**src/rtl/zybo_button_conditioner.sv**
```systemverilog
// Button/switch conditioner: 2FF sync, per-channel debounce FSM, registered level and edge pulses.
// Optional auto-repeat pulses are compiled in with `define ZYBO_BTN_AUTOREPEAT_EN.
module zybo_button_conditioner #(
  parameter int NUM_BTN         = 4,
  parameter int DEBOUNCE_CYCLES = 1250000,
  parameter int REPEAT_DELAY    = 62500000,
  parameter int REPEAT_PERIOD   = 12500000
) (
  input  logic               clk,
  input  logic               rst_n,
  input  logic [NUM_BTN-1:0] btn_raw,
  output logic [NUM_BTN-1:0] level,
  output logic [NUM_BTN-1:0] rise,
  output logic [NUM_BTN-1:0] fall,
  output logic [NUM_BTN-1:0] repeat_pulse
);
  // state   | meaning
  // LOW     | accepted level 0, input agrees
  // RISING  | input 1 for cnt cycles, waiting to accept
  // HIGH    | accepted level 1, input agrees
  // FALLING | input 0 for cnt cycles, waiting to accept
  typedef enum logic [1:0] {ST_LOW, ST_RISING, ST_HIGH, ST_FALLING} state_t;

  localparam int CNT_W = $clog2(DEBOUNCE_CYCLES + 1);
  localparam logic [CNT_W-1:0] DEB_MAX = CNT_W'(DEBOUNCE_CYCLES);
  localparam logic [CNT_W-1:0] CNT_ONE = CNT_W'(1);

  if (DEBOUNCE_CYCLES < 1 || REPEAT_DELAY < 1 || REPEAT_PERIOD < 1) begin : g_bad_param
    $error("zybo_button_conditioner: DEBOUNCE_CYCLES, REPEAT_DELAY and REPEAT_PERIOD must be >= 1");
  end

  (* ASYNC_REG = "TRUE" *) logic [NUM_BTN-1:0] r_sync1;
  (* ASYNC_REG = "TRUE" *) logic [NUM_BTN-1:0] r_sync2;

  always_ff @(posedge clk or negedge rst_n) begin
    if (!rst_n) begin
      r_sync1 <= '0;
      r_sync2 <= '0;
    end else begin
      r_sync1 <= btn_raw;
      r_sync2 <= r_sync1;
    end
  end

  for (genvar c = 0; c < NUM_BTN; c++) begin : g_ch
    state_t           r_state, w_state_nxt;
    logic [CNT_W-1:0] r_cnt, w_cnt_nxt;
    logic             r_level, r_rise, r_fall;
    logic             w_level_nxt, w_rise_nxt, w_fall_nxt;
    logic             w_sync;

    assign w_sync = r_sync2[c];

    always_ff @(posedge clk or negedge rst_n) begin
      if (!rst_n) begin
        r_state <= ST_LOW;
        r_cnt   <= '0;
        r_level <= 1'b0;
        r_rise  <= 1'b0;
        r_fall  <= 1'b0;
      end else begin
        r_state <= w_state_nxt;
        r_cnt   <= w_cnt_nxt;
        r_level <= w_level_nxt;
        r_rise  <= w_rise_nxt;
        r_fall  <= w_fall_nxt;
      end
    end

    // Counter restarts on every state entry and is only compared for equality.
    always_comb begin
      w_state_nxt = r_state;
      w_cnt_nxt   = r_cnt;
      case (r_state)
        ST_LOW: if (w_sync) begin
          w_state_nxt = ST_RISING;
          w_cnt_nxt   = CNT_ONE;
        end
        ST_RISING: if (!w_sync) begin
          w_state_nxt = ST_LOW;
          w_cnt_nxt   = '0;
        end else if (r_cnt == DEB_MAX) begin
          w_state_nxt = ST_HIGH;
          w_cnt_nxt   = '0;
        end else begin
          w_cnt_nxt   = r_cnt + CNT_ONE;
        end
        ST_HIGH: if (!w_sync) begin
          w_state_nxt = ST_FALLING;
          w_cnt_nxt   = CNT_ONE;
        end
        ST_FALLING: if (w_sync) begin
          w_state_nxt = ST_HIGH;
          w_cnt_nxt   = '0;
        end else if (r_cnt == DEB_MAX) begin
          w_state_nxt = ST_LOW;
          w_cnt_nxt   = '0;
        end else begin
          w_cnt_nxt   = r_cnt + CNT_ONE;
        end
        default: begin
          w_state_nxt = ST_LOW;
          w_cnt_nxt   = '0;
        end
      endcase
    end

    always_comb begin
      w_level_nxt = r_level;
      w_rise_nxt  = 1'b0;
      w_fall_nxt  = 1'b0;
      if (r_state == ST_RISING && w_sync && r_cnt == DEB_MAX) begin
        w_level_nxt = 1'b1;
        w_rise_nxt  = 1'b1;
      end
      if (r_state == ST_FALLING && !w_sync && r_cnt == DEB_MAX) begin
        w_level_nxt = 1'b0;
        w_fall_nxt  = 1'b1;
      end
    end

    assign level[c] = r_level;
    assign rise[c]  = r_rise;
    assign fall[c]  = r_fall;

`ifdef ZYBO_BTN_AUTOREPEAT_EN
    localparam int REP_MAX = (REPEAT_DELAY > REPEAT_PERIOD) ? REPEAT_DELAY : REPEAT_PERIOD;
    localparam int REP_W   = $clog2(REP_MAX + 1);
    localparam logic [REP_W-1:0] DLY_M1  = REP_W'(REPEAT_DELAY - 1);
    localparam logic [REP_W-1:0] PER_M1  = REP_W'(REPEAT_PERIOD - 1);
    localparam logic [REP_W-1:0] REP_ONE = REP_W'(1);

    logic [REP_W-1:0] r_rcnt;
    logic             r_rphase;
    logic             r_rep;
    logic [REP_W-1:0] w_rep_tgt;

    assign w_rep_tgt = r_rphase ? PER_M1 : DLY_M1;

    // Counts HIGH cycles; holds through FALLING so a rejected release resumes the schedule.
    always_ff @(posedge clk or negedge rst_n) begin
      if (!rst_n) begin
        r_rcnt   <= '0;
        r_rphase <= 1'b0;
        r_rep    <= 1'b0;
      end else if (r_state == ST_HIGH) begin
        if (r_rcnt == w_rep_tgt) begin
          r_rcnt   <= '0;
          r_rphase <= 1'b1;
          r_rep    <= 1'b1;
        end else begin
          r_rcnt   <= r_rcnt + REP_ONE;
          r_rep    <= 1'b0;
        end
      end else begin
        r_rep <= 1'b0;
        if (r_state == ST_RISING || w_state_nxt == ST_LOW) begin
          r_rcnt   <= '0;
          r_rphase <= 1'b0;
        end
      end
    end

    assign repeat_pulse[c] = r_rep;
`else
    assign repeat_pulse[c] = 1'b0;
`endif
  end

endmodule
```
**config.mk**
```make
export PLATFORM = sky130hd
export DESIGN_NAME = zybo_button_conditioner
export DESIGN_NICKNAME = d
export VERILOG_FILES = /design/src/rtl/zybo_button_conditioner.sv
export SDC_FILE = /design/constraint.sdc
export NUM_CORES = 1
export LEC_CHECK = 0
export BUFFER_PORTS_ARGS = -buffer_cell sky130_fd_sc_hd__clkbuf_2
export CAP_MARGIN = 0
export CORE_ASPECT_RATIO = 1.5
export CORE_MARGIN = 3
export CORE_UTILIZATION = 42
export DETAILED_ROUTE_END_ITERATION = 10
export PLACE_DENSITY_LB_ADDON = 0.1
export SYNTH_ARGS = -nofsm -noshare
export SYNTH_HDL_FRONTEND = slang
export SYNTH_SLANG_ARGS = --single-unit
```
**constraint.sdc**
```tcl
create_clock -name clk -period 5.92 [get_ports clk]
set_input_delay 0.888 -clock clk [delete_from_list [all_inputs] [get_ports clk]]
set_output_delay 0.888 -clock clk [all_outputs]
set_load 0.02 [all_outputs]
```
==> results of run 1 <==
[metal layers]
layer  GRT usage (%)  vias up  wire length, um
li1                -     2419                -
met1            21.7     2430             5930
met2            31.0       99             6720
met3            2.92       19              419
met4            6.59        0              248
met5               0        -                0
[cell usage after synthesis (15+ instances only)]
| cell | instances | area [um2] |
|---|---|---|
| dfrtp_1 | 112 | 2800 |
| nor2_1 | 39 | 146 |
| o21ai_0 | 32 | 160 |
| nor3_1 | 17 | 85.1 |
| a31oi_1 | 60 | 375 |
| a21oi_1 | 44 | 220 |
| nand4_1 | 23 | 144 |
| inv_1 | 26 | 97.6 |
| and3_1 | 15 | 93.8 |
| nand2_1 | 75 | 282 |
| buf_4 | 16 | 120 |
| nand3_1 | 41 | 205 |
| clkbuf_1 | 18 | 67.6 |
[final cells by class]
class                           instances  share of cell area [%]
Clock buffer                           11                    3.60
Clock inverter                          4                    1.08
Inverter                               26                    1.51
Multi-Input combinational cell        485                    45.0
Sequential cell                       112                    43.4
Tap cell                              192                    3.72
Timing Repair Buffer                   20                    1.70
[where the power goes]
| part | switching (mW) | total [mW] | internal (mW) |
|---|---|---|---|
| sequential | 0.0569 | 0.860 | 0.803 |
| clock | 0.276 | 0.644 | 0.368 |
| combinational | 0.132 | 0.202 | 0.0704 |
[flip-flops by register name, summed over array words and instances, names as in the netlist, named ones only]
| name | flops |
|---|---|
| g_ch.r_cnt | 84 |
| g_ch.r_fall | 4 |
| g_ch.r_level | 4 |
| g_ch.r_rise | 4 |
| g_ch.r_state | 4 |
| r_sync1 | 4 |
| r_sync2 | 4 |
[path summary, 6_finish.rpt]
check	slack, ns	from	depth (start not counted)	end
worst max-delay path	3.36	g_ch[3].r_cnt[0]	7	g_ch[3].r_cnt[6]
worst min-delay path	0.35	r_sync1[1]	0	r_sync2[1]
worst max register to register	3.36	g_ch[3].r_cnt[0]	7	g_ch[3].r_cnt[6]
worst min register to register	0.35	r_sync1[1]	0	r_sync2[1]
max in group asynchronous	4.10	rst_n	2	g_ch[0].r_cnt[12]
min in group asynchronous	0.52	rst_n	1	g_ch[3].r_cnt[19]
[worst max-delay path: cells and delay by family, from the launching register on]
family / cells / cell delay (ns)
fa+ha+maj: 1 / 0.20
simple gates: 2 / 0.37
flops: 1 / 0.43
compound gates: 3 / 1.40
buf+inv: 1 / 0.06
[cells by family (layout without fill, tap and decap cells)]
| group | Yosys count | in the layout | synth area share, % |
|---|---|---|---|
| buf+inv | 74 | 61 | 6.24 |
| simple gates | 273 | 273 | 24.4 |
| mux | 10 | 10 | 1.67 |
| fa+ha+maj | 8 | 8 | 1.65 |
| flops | 112 | 112 | 46.2 |
| xor+xnor | 6 | 6 | 0.865 |
| other cells | 1 | 4 | 0.0618 |
| compound gates | 184 | 184 | 19.0 |
==> flow_summary.toml, run 1 <==
[outcome]
outcome = "finished, final reports clean"

[final_layout]
final_nets = 668
drive_above_1_share_pct = 7.45
final.fill_count = 1403
mostFrequentLayoutCells = "112 x dfrtp_1, 75 x nand2_1, 60 x a31oi_1, 42 x a21oi_1, 41 x nand3_1"
multi_input_area_um2 = 2910
seqCellArea_um2 = 2800
layout.cells.most_common = "dfrtp_1"
syn2layout_area_growth_pct = 6.43
postLayoutCoreUtil_pct = 46.0
diodes = 0
final_cell_area_um2 = 6460
fin_cells = 850

[sta]
max_slew_margin_pct = 14.6
max_freq_ghz = 0.391
fin_worst_skew_ns = 0.00460
rsz0062_at_grt = "no"
finalCritPeriodShare_pct = 43.2
finalSetupViolCount = 0
setup_ws_ns = 3.36
fin_crit_ns = 2.56
hold_slack_ns = 0.355
drv_slew = 0
fin_setup_tns_ns = 0
hold_viol_final = 0
worst_pin_slew_ns = 1.27

[synthesis]
synth-edff-count = 0
synth.distinct_cells = 60
yosysSeqAreaShare_pct = 46.2
synthCells = 668
syn-cell-area_um2 = 6070
avgSynthCellArea_um2 = 9.09
synthFlopType = "dfrtp_1"
ys.warnings.count = 0
ys_seq_elements = 112
synthArstFlopShare_pct = 100

[clock_tree]
cts_made_buffers = 9
cts.sinks = 112
cts_htree_levels = 3
cts_setup_buffers = 0
post_cts_resized = 0
clkTransAtPathRegs_ns = 0.07
cts_hold_buf = 0
cts_tree = "done"
cts_buffer_depth = 2
root_buffer = "clkbuf_16"
clkLatencyLatePin_ns = 0.36

[global_route]
grt_pass1_vias = 4875
grt_pass1_wl_um = 23400
antenna_found_initial = 0
grt_usage_pct = 17.7
grt_max_degree = 70
overflow = 0

[placed_design]
port_buffers = 17
gp_routability_congestion = 0.853
place_ws_ns = 3.38
dp.cells = 835
placed_area_um2 = 6160
hpwl_um = 9130

[drt]
via_per_inst = 5.84
drt_iter0_drc = 233
postRouteWirelength_um = 13300
antenna_left = 0
post_drt_wl_per_cell_um = 15.7
vias = 4967
drtPass1Iterations = 5
drc = 0

[setup_path]
cp.required_ns = 6.19
cp-end-kind = "register"
cp-start-kind = "register"
critPathKind = "register to register"
critPathMaxFanout = 32
slowest_delay_ns = 0.95
slowest_stage = "a21oi_2"
path_cells = "inv_1 > ha_1 > nor4bb_1 > and4_1 > a21oi_2 > o21ai_0 > a31oi_1"
cp_data_arrival_time_ns = 2.83

[flow_run]
maxCapViolations = 0

[die]
dieWidth_um = 104
start_util_pct = 43.2
fp.dieArea_um2 = 16000
rows = 53
core_area_um2 = 14100
die_h_um = 153
pin_count = 22

[power]
total_power_mw = 1.71
p_per_area_nw_per_um2 = 264
irDropWorstVdd_uv = 121
leakage_nw = 2.71

[min_path]
hold_class = "register to register"
Note: power is estimated with default switching activity, not from simulation.
==> run 2: changes to the inputs <==
==> constraint.sdc (replaced) <==
create_clock -name clk -period 2.2 [get_ports clk]
set_input_delay 0.33 -clock clk [delete_from_list [all_inputs] [get_ports clk]]
set_output_delay 0.33 -clock clk [all_outputs]
set_load 0.02 [all_outputs]
==> flow_summary.toml, run 2 (synthesis results as in run 1) <==
[outcome]
outcome = "finished, final reports clean"

[global_route]
antenna_found_initial = 0
grt_pass1_vias = 4947
use_met3_pct = 2.83
met1_usage_pct = 22.8
grt_pass1_wl_um = 23800
grt_util_met2_pct = 30.2
grt.busiest_layer = "met2"
grt_max_degree = 48
grt_usage_pct = 17.7
overflow = 0

[die]
die_h_um = 153
rows = 53
fp.dieArea_um2 = 16000
start_util_pct = 43.2
core_area_um2 = 14100
pin_count = 22
dieWidth_um = 104

[setup_path]
worstReg2RegStart = "g_ch[1].r_cnt[10]"
critPathKind = "register to register"
cp-end-kind = "register"
critPathMaxFanout = 14
cp.required_ns = 2.44
reg2reg_to = "g_ch[1].r_cnt[17]"
ff2ff_setup_slack_ns = 0.09
cp_data_arrival_time_ns = 2.35
ff2ff_path_depth = 6
cp-start-kind = "register"

[clock_tree]
cts_buffer_depth = 2
cts_tree = "done"
clkLatencyLatePin_ns = 0.35
clkTransAtPathRegs_ns = 0.08
cts_made_buffers = 9
cts_htree_levels = 3
root_buffer = "clkbuf_16"
cts.sinks = 112

[drt]
vias = 5087
drtPass1Iterations = 5
drc = 0
post_drt_wl_per_cell_um = 15.7
drt_iter0_drc = 232
antenna_left = 0
postRouteWirelength_um = 14000
via_per_inst = 5.73

[final_layout]
syn2layout_area_growth_pct = 12.4
final.fill_count = 1354
drive_above_1_share_pct = 13.1
layout.cells.most_common = "dfrtp_1"
largest_register_ffs = 84
final_nets = 705
top_register = "g_ch.r_cnt"
final_cell_area_um2 = 6820
diodes = 0
mostFrequentLayoutCells = "112 x dfrtp_1, 75 x nand2_1, 60 x a31oi_1, 42 x a21oi_1, 40 x nand3_1"

[power]
pwr-share-comb_pct = 15.1
swShare_pct = 29.6
total_power_mw = 4.62
clkPwrFrac_pct = 35.5
irDropWorstVdd_uv = 391
intPower_mw = 3.25
p_per_area_nw_per_um2 = 678
p_sw_mw = 1.37
p_seq_share_pct = 49.5
leakage_nw = 2.92

[min_path]
worstHoldStart = "btn_raw[1]"
hold_class = "input pin to register"
hold_end = "r_sync1[1]"
min_path_cells = 1

[sta]
rsz0062_at_grt = "no"
fin_worst_skew_ns = 0.0114
finalCritPeriodShare_pct = 95.8
max_slew_margin_pct = 55.9
drv_slew = 0
hold_slack_ns = 0.0826
fin_crit_ns = 2.11
max_freq_ghz = 0.474
worst_pin_slew_ns = 0.655
hold_viol_final = 0
fin_setup_tns_ns = 0
finalSetupViolCount = 0

[placed_design]
placed_area_um2 = 6460
gp_routability_congestion = 0.824
port_buffers = 17
hpwl_um = 9730

[flow_run]
maxCapViolations = 0
## run 2: per-layer routing
layer | share of wire [%] | up-vias
li1 | - | 2504
met2 | 50 | 125
met1 | 45 | 2444
met5 | 0 | -
met4 | 1.6 | 0
met3 | 3.8 | 14
## run 2: repair_timing
item / CTS / global route
hold endpoints to repair: 27 / 0
buffers inserted: 0 / 2
hold buffers: 1 / 0
resized for setup: 0 / 9
setup endpoints to repair: 0 / 6
## run 2: area by class of cell
cell class | count | area (um2) | share of cell area, %
inverter | 26 | 97.6 | 1.43
sequential | 112 | 2800 | 41.1
tap | 192 | 240 | 3.52
clock buffer | 10 | 239 | 3.50
timing repair buffer | 57 | 457 | 6.69
multi-input combinational | 485 | 2940 | 43.0
clock inverter | 6 | 51.3 | 0.752
## run 2: worst max path at each step
stage	end	from	depth (start not counted)	slack, ns
detailed placement	g_ch[1].r_cnt[17]	g_ch[1].r_cnt[10]	6	0.09
global placement	g_ch[1].r_cnt[17]	g_ch[1].r_cnt[10]	6	0.14
finish	g_ch[1].r_cnt[17]	g_ch[1].r_cnt[10]	6	0.09
CTS	g_ch[1].r_cnt[17]	g_ch[1].r_cnt[10]	6	0.09
global route	g_ch[1].r_cnt[17]	g_ch[1].r_cnt[11]	6	0.004
floorplan	g_ch[1].r_cnt[15]	g_ch[1].r_cnt[5]	8	0.18
## run 2: critical path, stage by stage, from the launching register on
cell     delay (ns)
dfrtp_1        0.40
or4b_4         0.56
nor4_4         0.34
a21oi_4        0.15
buf_12         0.17
a21o_1         0.15
a22o_1         0.21
## run 2: power by group through the flow
stage | registers, mW | logic, mW | clock network, mW
after floorplan | 2.28 | 0.470 | 0
after global placement | 2.32 | 0.670 | 0
after detailed placement | 2.33 | 0.689 | 0
after CTS | 2.29 | 0.693 | 1.68
after global routing | 2.31 | 0.791 | 1.77
final | 2.29 | 0.696 | 1.64
## run 2: stage by stage
| step | worst slack [ns] | utilization, % | std cells |
|---|---|---|---|
| after global routing | 0.00428 | 48.5 | 888 |
| after global placement | 0.138 | 46.0 | 869 |
| after floorplan | 0.184 | - | 671 |
| final | 0.0914 | 48.5 | 888 |
| after CTS | 0.0879 | 48.1 | 886 |
| after detailed placement | 0.0931 | 46.0 | 869 |
